<file path="config.mk">
export PLATFORM = sky130hd
export DESIGN_NAME = nibble_sort_stream_flat
export DESIGN_NICKNAME = d
export VERILOG_FILES = /design/src/rtl/nibble_sort_stream_if.sv /design/src/rtl/nibble_sort_stream.sv /design/src/flat_wrapper.sv
export SDC_FILE = /design/constraint.sdc
export NUM_CORES = 1
export LEC_CHECK = 0
export BUFFER_PORTS_ARGS = -buffer_cell sky130_fd_sc_hd__clkbuf_2
export CAP_MARGIN = 30
export CORE_UTILIZATION = 55
export DETAILED_ROUTE_END_ITERATION = 7
export GPL_ROUTABILITY_DRIVEN = 0
export PLACE_DENSITY = 0.74
export SYNTH_ARGS = -nofsm -noshare
export SYNTH_HDL_FRONTEND = slang
export SYNTH_SLANG_ARGS = --single-unit
</file>
<file path="constraint.sdc">
create_clock -name clk -period 6.5 [get_ports clk]
set_clock_uncertainty 0.15 [all_clocks]
set_input_delay 0.65 -clock clk [delete_from_list [all_inputs] [get_ports clk]]
set_output_delay 0.65 -clock clk [all_outputs]
set_load 0.05 [all_outputs]
</file>
<file path="src/rtl/nibble_sort_stream_if.sv">
// Stream interface for the streaming nibble sorter.
// Carries the input handshake (in_valid/in_ready/in_data), the output handshake
// (out_valid/out_ready/out_data/out_idx/out_last) and the busy status flag.
//   master : producer/consumer side (drives in_*, out_ready; observes the rest)
//   slave  : sorter side (drives in_ready, out_*, busy; observes the rest)
interface nibble_sort_stream_if #(
    parameter int W = 4,
    parameter int N = 4
);
    localparam int IW = (N > 1) ? $clog2(N) : 1;

    logic          in_valid;
    logic          in_ready;
    logic [W-1:0]  in_data;
    logic          out_valid;
    logic          out_ready;
    logic [W-1:0]  out_data;
    logic [IW-1:0] out_idx;
    logic          out_last;
    logic          busy;

    modport master (
        output in_valid, in_data, out_ready,
        input  in_ready, out_valid, out_data, out_idx, out_last, busy
    );

    modport slave (
        input  in_valid, in_data, out_ready,
        output in_ready, out_valid, out_data, out_idx, out_last, busy
    );
endinterface

</file>
<file path="src/rtl/nibble_sort_stream.sv">
// Streaming insertion sorter.
// Accepts N unsigned W-bit values one per input handshake, keeping them in a
// descending array (stable for ties), then returns them one per output handshake,
// largest first, each tagged with its arrival index within the batch.
// Ports:
//   clk   : rising-edge clock
//   nrst  : asynchronous active-low reset
//   bus   : slave side of nibble_sort_stream_if (input/output handshakes, busy)
// All interface outputs come straight from flops; their next values are derived
// from the next-state datapath so timing matches a purely state-decoded output.
module nibble_sort_stream #(
    parameter int W = 4,
    parameter int N = 4
) (
    input  logic                  clk,
    input  logic                  nrst,
    nibble_sort_stream_if.slave   bus
);
    localparam int IW = (N > 1) ? $clog2(N) : 1;
    localparam logic [IW-1:0] LAST_IDX = IW'(N - 1);

    typedef enum logic [0:0] {
        ST_LOAD  = 1'b0,
        ST_DRAIN = 1'b1
    } state_t;

    state_t        state_r;
    state_t        state_s;

    logic [W-1:0]  arr_val_r [N];
    logic [IW-1:0] arr_idx_r [N];
    logic [W-1:0]  arr_val_s [N];
    logic [IW-1:0] arr_idx_s [N];
    logic [W-1:0]  sh_val_s  [N];
    logic [IW-1:0] sh_idx_s  [N];

    logic [IW-1:0] cnt_r;
    logic [IW-1:0] cnt_s;
    logic [IW-1:0] rd_r;
    logic [IW-1:0] rd_s;

    logic          in_fire_s;
    logic          out_fire_s;
    int            ins_pos_s;

    logic          in_ready_r;
    logic          out_valid_r;
    logic [W-1:0]  out_data_r;
    logic [IW-1:0] out_idx_r;
    logic          out_last_r;
    logic          busy_r;
    logic          in_ready_s;
    logic          out_valid_s;
    logic [W-1:0]  out_data_s;
    logic [IW-1:0] out_idx_s;
    logic          out_last_s;
    logic          busy_s;

    // Handshake qualification: input only counts in LOAD, output only in DRAIN.
    always_comb begin
        in_fire_s  = (state_r == ST_LOAD)  && bus.in_valid;
        out_fire_s = (state_r == ST_DRAIN) && bus.out_ready;
    end

    // FSM state register.
    always_ff @(posedge clk or negedge nrst) begin
        if (!nrst) begin
            state_r <= ST_LOAD;
        end else begin
            state_r <= state_s;
        end
    end

    // FSM next-state logic: full batch -> DRAIN, last output -> LOAD.
    always_comb begin
        state_s = state_r;
        case (state_r)
            ST_LOAD: begin
                if (in_fire_s && (cnt_r == LAST_IDX)) begin
                    state_s = ST_DRAIN;
                end else begin
                    state_s = ST_LOAD;
                end
            end
            ST_DRAIN: begin
                if (out_fire_s && (rd_r == LAST_IDX)) begin
                    state_s = ST_LOAD;
                end else begin
                    state_s = ST_DRAIN;
                end
            end
            default: begin
                state_s = ST_LOAD;
            end
        endcase
    end

    // Insertion point: lowest occupied slot whose value is strictly smaller than
    // the newcomer; strict compare places a tie after existing equals (stable).
    always_comb begin
        ins_pos_s = int'(cnt_r);
        for (int i = N - 1; i >= 0; i--) begin
            ins_pos_s = ((i < int'(cnt_r)) && (arr_val_r[i] < bus.in_data)) ? i : ins_pos_s;
        end
    end

    // Array shifted down by one slot, used for entries below the insertion point.
    always_comb begin
        sh_val_s[0] = arr_val_r[0];
        sh_idx_s[0] = arr_idx_r[0];
        for (int i = 1; i < N; i++) begin
            sh_val_s[i] = arr_val_r[i-1];
            sh_idx_s[i] = arr_idx_r[i-1];
        end
    end

    // Next array contents and counters.
    always_comb begin
        for (int i = 0; i < N; i++) begin
            arr_val_s[i] = arr_val_r[i];
            arr_idx_s[i] = arr_idx_r[i];
            if (in_fire_s && (i == ins_pos_s)) begin
                arr_val_s[i] = bus.in_data;
                arr_idx_s[i] = cnt_r;
            end else if (in_fire_s && (i > ins_pos_s) && (i <= int'(cnt_r))) begin
                arr_val_s[i] = sh_val_s[i];
                arr_idx_s[i] = sh_idx_s[i];
            end else begin
                arr_val_s[i] = arr_val_r[i];
                arr_idx_s[i] = arr_idx_r[i];
            end
        end

        if (in_fire_s) begin
            cnt_s = (cnt_r == LAST_IDX) ? {IW{1'b0}} : (cnt_r + IW'(1));
        end else begin
            cnt_s = cnt_r;
        end

        if (out_fire_s) begin
            rd_s = (rd_r == LAST_IDX) ? {IW{1'b0}} : (rd_r + IW'(1));
        end else begin
            rd_s = rd_r;
        end
    end

    // Datapath registers: sorted array plus fill and read pointers.
    always_ff @(posedge clk or negedge nrst) begin
        if (!nrst) begin
            for (int i = 0; i < N; i++) begin
                arr_val_r[i] <= {W{1'b0}};
                arr_idx_r[i] <= {IW{1'b0}};
            end
            cnt_r <= {IW{1'b0}};
            rd_r  <= {IW{1'b0}};
        end else begin
            for (int i = 0; i < N; i++) begin
                arr_val_r[i] <= arr_val_s[i];
                arr_idx_r[i] <= arr_idx_s[i];
            end
            cnt_r <= cnt_s;
            rd_r  <= rd_s;
        end
    end

    // FSM output logic: next values of the registered interface outputs.
    always_comb begin
        in_ready_s  = (state_s == ST_LOAD);
        out_valid_s = (state_s == ST_DRAIN);
        busy_s      = (cnt_s != {IW{1'b0}}) || (state_s == ST_DRAIN);
        if (state_s == ST_DRAIN) begin
            out_data_s = arr_val_s[rd_s];
            out_idx_s  = arr_idx_s[rd_s];
            out_last_s = (rd_s == LAST_IDX);
        end else begin
            out_data_s = {W{1'b0}};
            out_idx_s  = {IW{1'b0}};
            out_last_s = 1'b0;
        end
    end

    // Output registers.
    always_ff @(posedge clk or negedge nrst) begin
        if (!nrst) begin
            in_ready_r  <= 1'b1;
            out_valid_r <= 1'b0;
            out_data_r  <= {W{1'b0}};
            out_idx_r   <= {IW{1'b0}};
            out_last_r  <= 1'b0;
            busy_r      <= 1'b0;
        end else begin
            in_ready_r  <= in_ready_s;
            out_valid_r <= out_valid_s;
            out_data_r  <= out_data_s;
            out_idx_r   <= out_idx_s;
            out_last_r  <= out_last_s;
            busy_r      <= busy_s;
        end
    end

    assign bus.in_ready  = in_ready_r;
    assign bus.out_valid = out_valid_r;
    assign bus.out_data  = out_data_r;
    assign bus.out_idx   = out_idx_r;
    assign bus.out_last  = out_last_r;
    assign bus.busy      = busy_r;
endmodule

</file>
<file path="src/flat_wrapper.sv">
// flat-port wrapper written by rule: the top's interface ports become plain ports
module nibble_sort_stream_flat 
#(
    parameter int W = 4,
    parameter int N = 4
)
  (clk, nrst, bus_in_valid, bus_in_data, bus_out_ready, bus_in_ready, bus_out_valid, bus_out_data, bus_out_idx, bus_out_last, bus_busy);
  nibble_sort_stream_if #(.W(W), .N(N)) bus_i ();
  input  logic clk;
  input  logic nrst;
  input wire logic [$bits(bus_i.in_valid)-1:0] bus_in_valid;
  input wire logic [$bits(bus_i.in_data)-1:0] bus_in_data;
  input wire logic [$bits(bus_i.out_ready)-1:0] bus_out_ready;
  output wire logic [$bits(bus_i.in_ready)-1:0] bus_in_ready;
  output wire logic [$bits(bus_i.out_valid)-1:0] bus_out_valid;
  output wire logic [$bits(bus_i.out_data)-1:0] bus_out_data;
  output wire logic [$bits(bus_i.out_idx)-1:0] bus_out_idx;
  output wire logic [$bits(bus_i.out_last)-1:0] bus_out_last;
  output wire logic [$bits(bus_i.busy)-1:0] bus_busy;
  assign bus_i.in_valid = bus_in_valid;
  assign bus_i.in_data = bus_in_data;
  assign bus_i.out_ready = bus_out_ready;
  assign bus_in_ready = bus_i.in_ready;
  assign bus_out_valid = bus_i.out_valid;
  assign bus_out_data = bus_i.out_data;
  assign bus_out_idx = bus_i.out_idx;
  assign bus_out_last = bus_i.out_last;
  assign bus_busy = bus_i.busy;
  nibble_sort_stream #(.W(W), .N(N)) u_core (.clk(clk), .nrst(nrst), .bus(bus_i));
endmodule
</file>
==> flow_summary.ini, run 1 <==
[setup_path]
worst_setup_path_start_kind = flip-flop
reg2reg_from = u_core.cnt_r[0]$_DFF_PN0_
critPathBufInv = 1
path_class = reg2reg
cp-endpoint = u_core.bus.out_data[2]$_DFF_PN0_
cp_top_family = compound AO/OA/AOI/OAI gates
required_ns = 6.52
cp-end-kind = flip-flop
worstPathArrival_ns = 3.38
path_cells = inv_1, ha_1, nor4_1, o21ai_0, nand2_1, o21ai_0, a221o_1, a221oi_1, a211oi_1
max_stage_delay_ns = 0.53
reg2reg_depth = 9
worst_path_most_repeated_cell = o21ai_0
crit_fanout = 11
rrSetupSlack_ns = 3.14
cp_slowest_cell = dfrtp_1
crit_start = u_core.cnt_r[0]$_DFF_PN0_
reg2reg_to = u_core.bus.out_data[2]$_DFF_PN0_
worst-path-stages = 9

[clock_tree]
cts_sinks = 38
clk_pin_slew_ns = 0.08
cts_max_level = 2
clk_path_buf_depth = 2
postCtsSetupBuffers = 0
clk_latency_ns = 0.31
postCtsHoldBufs = 0
cts-root-buf = clkbuf_8
cts-resized-gates = 0
cts_tree = done
cts_buffers = 5

[drt]
vias_per_cell = 6.51
drc = 0
num_vias = 2000
routedWlPerCell_um = 18.9
first_pass_iters = 5
drt_iter0_drc = 199
final_antenna_net_count = 0
routed_wl_um = 5800

[global_routing]
grt_usage = 0.285
first_global_vias = 1841
use_met2 = 0.415
grt.busiest_layer = met2
gr-usage-met3 = 0.0676
gr-total-overflow = 0
grtUsageMet1 = 0.410
grt_antenna_before_repair = 0
grt_max_degree = 39
grt_pass1_wl_um = 9320

[synthesis]
synthTopCellsByArea = dfrtp_1 (39%), ha_1 (7.4%), nand2_1 (3.2%)
async_reset_ff_frac = 1.00
synth.top_cell.area_share = 0.391
synth-edff-count = 0
syn_area_per_cell_um2 = 9.71
synth_flop_cell = dfrtp_1
syn_nets = 266
synth_seq_cells = 38
syn-cell-area_um2 = 2370
synth_warnings = 0
yosysTopAreaCell = dfrtp_1
synth-seq-area-share = 0.402
synth_cells = 244
ys_types = 51

[timing]
final-hold-violation-count = 0
finalSetupTns_ns = 0
finalCritPeriodShare = 0.517
relSlewSlack = 0.311
worst_slack_ns = 3.14
min_period_ns = 3.36
setup_violations = 0
drv_slew = 0
worstMarginPinSlew_ns = 1.01
max_freq_mhz = 298
rsz0062_at_grt = no

[pwr]
powerDensity_nw_per_um2 = 585
leakage_nw = 1.14
irDropWorstVdd_mv = 0.270
power.total_mw = 1.51

[floorplanning]
die-height_um = 67.6
fp.dieArea_um2 = 4570
ios = 18
die_w_um = 67.6
rows = 23
initial_core_util = 0.584
core-area_um2 = 4060

[layout]
syn2layout_area_growth_pct = 9.35
fillCellCount = 343
multi_input_area_um2 = 1300
layout-drive-gt1-share = 0.163
diodes = 0
num-nets-final = 278
instances_no_fill = 307
seq_area_um2 = 952

[placement]
dp_cells = 298
dp.final_hpwl_um = 4260
portBuffers = 17
post-place-ws_ns = 2.91

[flow_run]
max_cap_viol_count = 0

[status]
status = complete, no violations

[worst_hold_path]
worstHoldPathType = in2async
layout by cell type (no fill, tap or decap), drive strengths merged, types with 2 or more instances in the layout:
cell,count
o31a,2
o211a,2
o311ai,2
o211ai,3
mux2i,5
o32a,2
nand2,20
nor2,14
buf,2
clkbuf,22
inv,12
clkinvlp,2
nor4,6
dfrtp,37
o21ai,8
a221o,3
nand2b,5
o311a,2
nand3,7
nand4,2
a221oi,5
a211oi,6
a21oi,15
ha,14
a21boi,5
nor3,4
or2,3
nor2b,4
o41ai,2
a211o,8
mux2,5
and2,10
a32oi,4
how the worst min path moves through the flow:
| stage | from | end | slack [ns] |
|---|---|---|---|
| 2_1_floorplan | nrst | u_core.arr_idx_r[0]$_DFF_PN0_ | 0.20 |
| 3_3_place_gp | u_core.arr_idx_r[6]$_DFF_PN0_ | u_core.arr_idx_r[6]$_DFF_PN0_ | 0.36 |
| 3_5_place_dp | u_core.arr_val_r[1]$_DFF_PN0_ | u_core.arr_val_r[1]$_DFF_PN0_ | 0.36 |
| 4_1_cts | nrst | u_core.arr_val_r[3]$_DFF_PN0_ | 0.38 |
| 5_1_grt | nrst | u_core.arr_val_r[13]$_DFF_PN0_ | 0.04 |
| 6_report | nrst | u_core.bus.out_data[1]$_DFF_PN0_ | 0.03 |
synth_stat cells, drive strengths merged, types with 2 or more instances:
cell type	n
o41ai	2
ha	14
o32a	2
o21ai	8
nand3	7
a21boi	5
a221o	3
dfrtp	37
o211a	2
nor2	14
mux2i	5
and2	10
a221oi	5
mux2	5
o211ai	3
nand2	20
o31a	2
inv	12
o311ai	2
nor3	4
nor2b	4
a211o	8
or2	3
a21oi	15
nand4	2
nand2b	5
a32oi	4
buf	2
o311a	2
nor4	6
a211oi	6
clkbuf	12
cells by family (layout without fill, tap and decap cells):
| family | count (synthesis) | after routing | synth area share |
|---|---|---|---|
| compound gates | 75 | 75 | 0.248 |
| buf+inv | 27 | 40 | 0.0491 |
| flops | 38 | 38 | 0.402 |
| mux | 10 | 10 | 0.0449 |
| fa+ha+maj | 14 | 14 | 0.0740 |
| simple gates | 80 | 80 | 0.182 |
through the flow:
| stage | cell area, um^2 | util | hold slack (ns) |
|---|---|---|---|
| 2_1_floorplan | 2370 | - | 0.204 |
| 3_3_place_gp | 2460 | 0.605 | 0.363 |
| 3_5_place_dp | 2460 | 0.605 | 0.361 |
| 4_1_cts | 2570 | 0.633 | 0.380 |
| 5_1_grt | 2590 | 0.638 | 0.0394 |
| 6_report | 2590 | 0.638 | 0.0265 |
registers in the layout (all words and copies together) (netlist names):
register and flops:
u_core.arr_val_r 16, u_core.cnt_r 2, u_core.bus.busy 1, u_core.arr_idx_r 8, u_core.bus.out_idx 2, u_core.state_r 1, u_core.bus.in_ready 1, u_core.bus.out_data 4
u_core.rd_r 2, u_core.bus.out_last 1
routing by layer:
layer	vias to the layer above	wire, um
met5	-	0
met3	9	460
met4	0	66
li1	935	-
met2	100	2580
met1	956	2690
area by class of cell:
cell class	instances	area share
timing repair buffer	19	0.0435
clock buffer	5	0.0266
tap	50	0.0242
inverter	13	0.0188
multi-input combinational	179	0.502
clock inverter	3	0.0174
sequential	38	0.368
power by group:
group | total, mW | internal [mW] | switching (mW) | leakage (nW)
Clock | 0.205 | 0.114 | 0.0913 | 0.0504
Sequential | 0.435 | 0.351 | 0.0834 | 0.449
Combinational | 0.875 | 0.301 | 0.573 | 0.640
Power figures use the tool's default switching activity.
==> run 2, diff against run 1 <==
--- a/config.mk
+++ b/config.mk
@@ -7,10 +7,10 @@
 export LEC_CHECK = 0
 export BUFFER_PORTS_ARGS = -buffer_cell sky130_fd_sc_hd__clkbuf_2
 export CAP_MARGIN = 30
-export CORE_UTILIZATION = 55
+export CORE_UTILIZATION = 54
 export DETAILED_ROUTE_END_ITERATION = 7
 export GPL_ROUTABILITY_DRIVEN = 0
-export PLACE_DENSITY = 0.74
+export PLACE_DENSITY = 0.76
 export SYNTH_ARGS = -nofsm -noshare
 export SYNTH_HDL_FRONTEND = slang
 export SYNTH_SLANG_ARGS = --single-unit
==> constraint.sdc (replaced) <==
create_clock -name clk -period 3.01 [get_ports clk]
set_clock_uncertainty 0.15 [all_clocks]
set_input_delay 0.301 -clock clk [delete_from_list [all_inputs] [get_ports clk]]
set_output_delay 0.301 -clock clk [all_outputs]
set_load 0.05 [all_outputs]
==> run 2 against run 1 <==
  * The run now ends with negative hold slack left
  * Non-clock buffer count rose by 18
  * Register-to-register slack got worse by 3.0 ns
  * Maximum frequency rose by 15%
  * Sequential power rose by 110%
  * Cell count rose by 5.9%
  * Final area rose by 5.7%
  * Utilization rose by 2.7 points
  * Via count rose by 4.8%
  * Clock power rose to 2.6 times the previous value
  * Highest routed layer unchanged
==> flow_summary.ini, run 2 (same netlist as run 1, synthesis figures left out) <==
[setup_path]
cp-end-kind = flip-flop
cp_top_family = compound AO/OA/AOI/OAI gates
critPathBufInv = 1
path_class = reg2reg
rrSetupSlack_ns = 0.09
crit_fanout = 5
required_ns = 3.03
reg2reg_to = u_core.bus.out_idx[0]$_DFF_PN0_
max_stage_delay_ns = 0.43
reg2reg_depth = 9
reg2reg_from = u_core.arr_val_r[5]$_DFF_PN0_
path_cells = ha_1, or3b_1, a211o_1, and2_1, nor4_4, buf_4, a21oi_1, a221oi_1, a211oi_1
worst_setup_path_start_kind = flip-flop
cp_slowest_cell = a221oi_1
worstPathArrival_ns = 2.93

[layout]
mostFrequentLayoutCells = dfrtp_1 (37), nand2_1 (20), buf_4 (20)
layout-drive-gt1-share = 0.218
seq_area_um2 = 952
final_common_cell = dfrtp_1
syn2layout_area_growth_pct = 15.5
regMostFlops = u_core.arr_val_r
finalInstanceArea_um2 = 2740
multi_input_area_um2 = 1300
fillCellCount = 341
num-nets-final = 296
instances_no_fill = 325
largest_register_ffs = 16
diodes = 0
finish.utilization = 0.665

[timing]
whs_ns = -0.0188
worst_slack_ns = 0.0927
final-hold-violation-count = 31
drv_slew = 0
finalSetupTns_ns = 0
relSlewSlack = 0.373
rsz0062_at_grt = no
setup_violations = 0
finalCritPeriodShare = 0.969
worstMarginPinSlew_ns = 0.941
max_freq_mhz = 343
min_period_ns = 2.92

[floorplanning]
ios = 18
die-height_um = 68.2
core-area_um2 = 4120
initial_core_util = 0.576
die_w_um = 68.2
fp.dieArea_um2 = 4660
rows = 23

[clock_tree]
cts-root-buf = clkbuf_8
clk_path_buf_depth = 2
clk_pin_slew_ns = 0.08
cts_sinks = 38
cts-resized-gates = 0
cts_max_level = 2
cts_buffers = 5
clk_latency_ns = 0.30
cts_tree = done

[global_routing]
gr-total-overflow = 0
grt_pass1_wl_um = 9690
first_global_vias = 1935
grt_antenna_before_repair = 0
grt_max_degree = 39
grt_usage = 0.293

[pwr]
power.total_mw = 3.54
seqPwrFrac = 0.257
leakage_nw = 1.24
power_frac_comb = 0.594
p_sw_mw = 1.65
clkPwrFrac = 0.149
swShare = 0.468
powerDensity_nw_per_um2 = 1290
internal_power_mw = 1.88
irDropWorstVdd_mv = 0.700

[drt]
num_vias = 2096
routedWlPerCell_um = 18.6
drc = 0
final_antenna_net_count = 0
vias_per_cell = 6.45
routed_wl_um = 6040
first_pass_iters = 5
drt_iter0_drc = 149

[placement]
post-place-ws_ns = 0.0390
dp_cells = 316
portBuffers = 17
dp.final_hpwl_um = 4380
dpl-instance-area_um2 = 2590

[status]
violations = negative hold slack
status = finished with violations

[worst_hold_path]
worstHoldPathType = in2async

[flow_run]
max_cap_viol_count = 0
run 2: worst register-to-register path: stages, from the launching register on:
cell	delay [ns]
dfrtp_1	0.42
ha_1	0.20
or3b_1	0.40
a211o_1	0.36
and2_1	0.22
nor4_4	0.27
buf_4	0.18
a21oi_1	0.06
a221oi_1	0.43
a211oi_1	0.09
run 2: repair_timing:
item                                   in CTS  in global routing
buffers inserted                            0                  1
setup endpoints to repair                   0                  2
hold buffers                                0                  0
endpoints found under the hold margin       0                  0
run 2: final cells by class:
class                      count  area share
tap                           50      0.0229
clock inverter                 3      0.0251
inverter                      13      0.0178
clock buffer                   5      0.0251
sequential                    38       0.348
multi-input combinational    179       0.475
timing repair buffer          37      0.0860
run 2: worst max-delay path by stage:
stage                                             start                          endpoint  slack (ns)  depth (start not counted)
final                     u_core.arr_val_r[5]$_DFF_PN0_   u_core.bus.out_idx[0]$_DFF_PN0_        0.09                          9
after global routing      u_core.arr_val_r[5]$_DFF_PN0_   u_core.bus.out_idx[0]$_DFF_PN0_        0.01                          9
after CTS                 u_core.arr_val_r[5]$_DFF_PN0_  u_core.bus.out_data[2]$_DFF_PN0_        0.13                          9
after detailed placement                 bus_in_data[1]  u_core.bus.out_data[2]$_DFF_PN0_        0.04                         11
after global placement                   bus_in_data[1]  u_core.bus.out_data[2]$_DFF_PN0_        0.09                         10
after floorplan               u_core.cnt_r[1]$_DFF_PN0_  u_core.bus.out_data[1]$_DFF_PN0_        0.08                         11
run 2: metal layers:
layer / vias to the layer above / GRT usage / part of all wire
li1: 978 / - / -
met1: 1030 / 0.420 / 0.48
met2: 79 / 0.438 / 0.45
met3: 9 / 0.0500 / 0.053
met4: 0 / 0.115 / 0.014
met5: - / 0 / 0
run 2: power groups by stage:
stage	combinational, mW	clock [mW]	sequential (mW)
finish	2.10	0.526	0.909
detailed placement	2.05	0	0.913
global route	2.29	0.545	0.933
CTS	2.07	0.527	0.904
global placement	2.02	0	0.907
floorplan	1.28	0	1.08
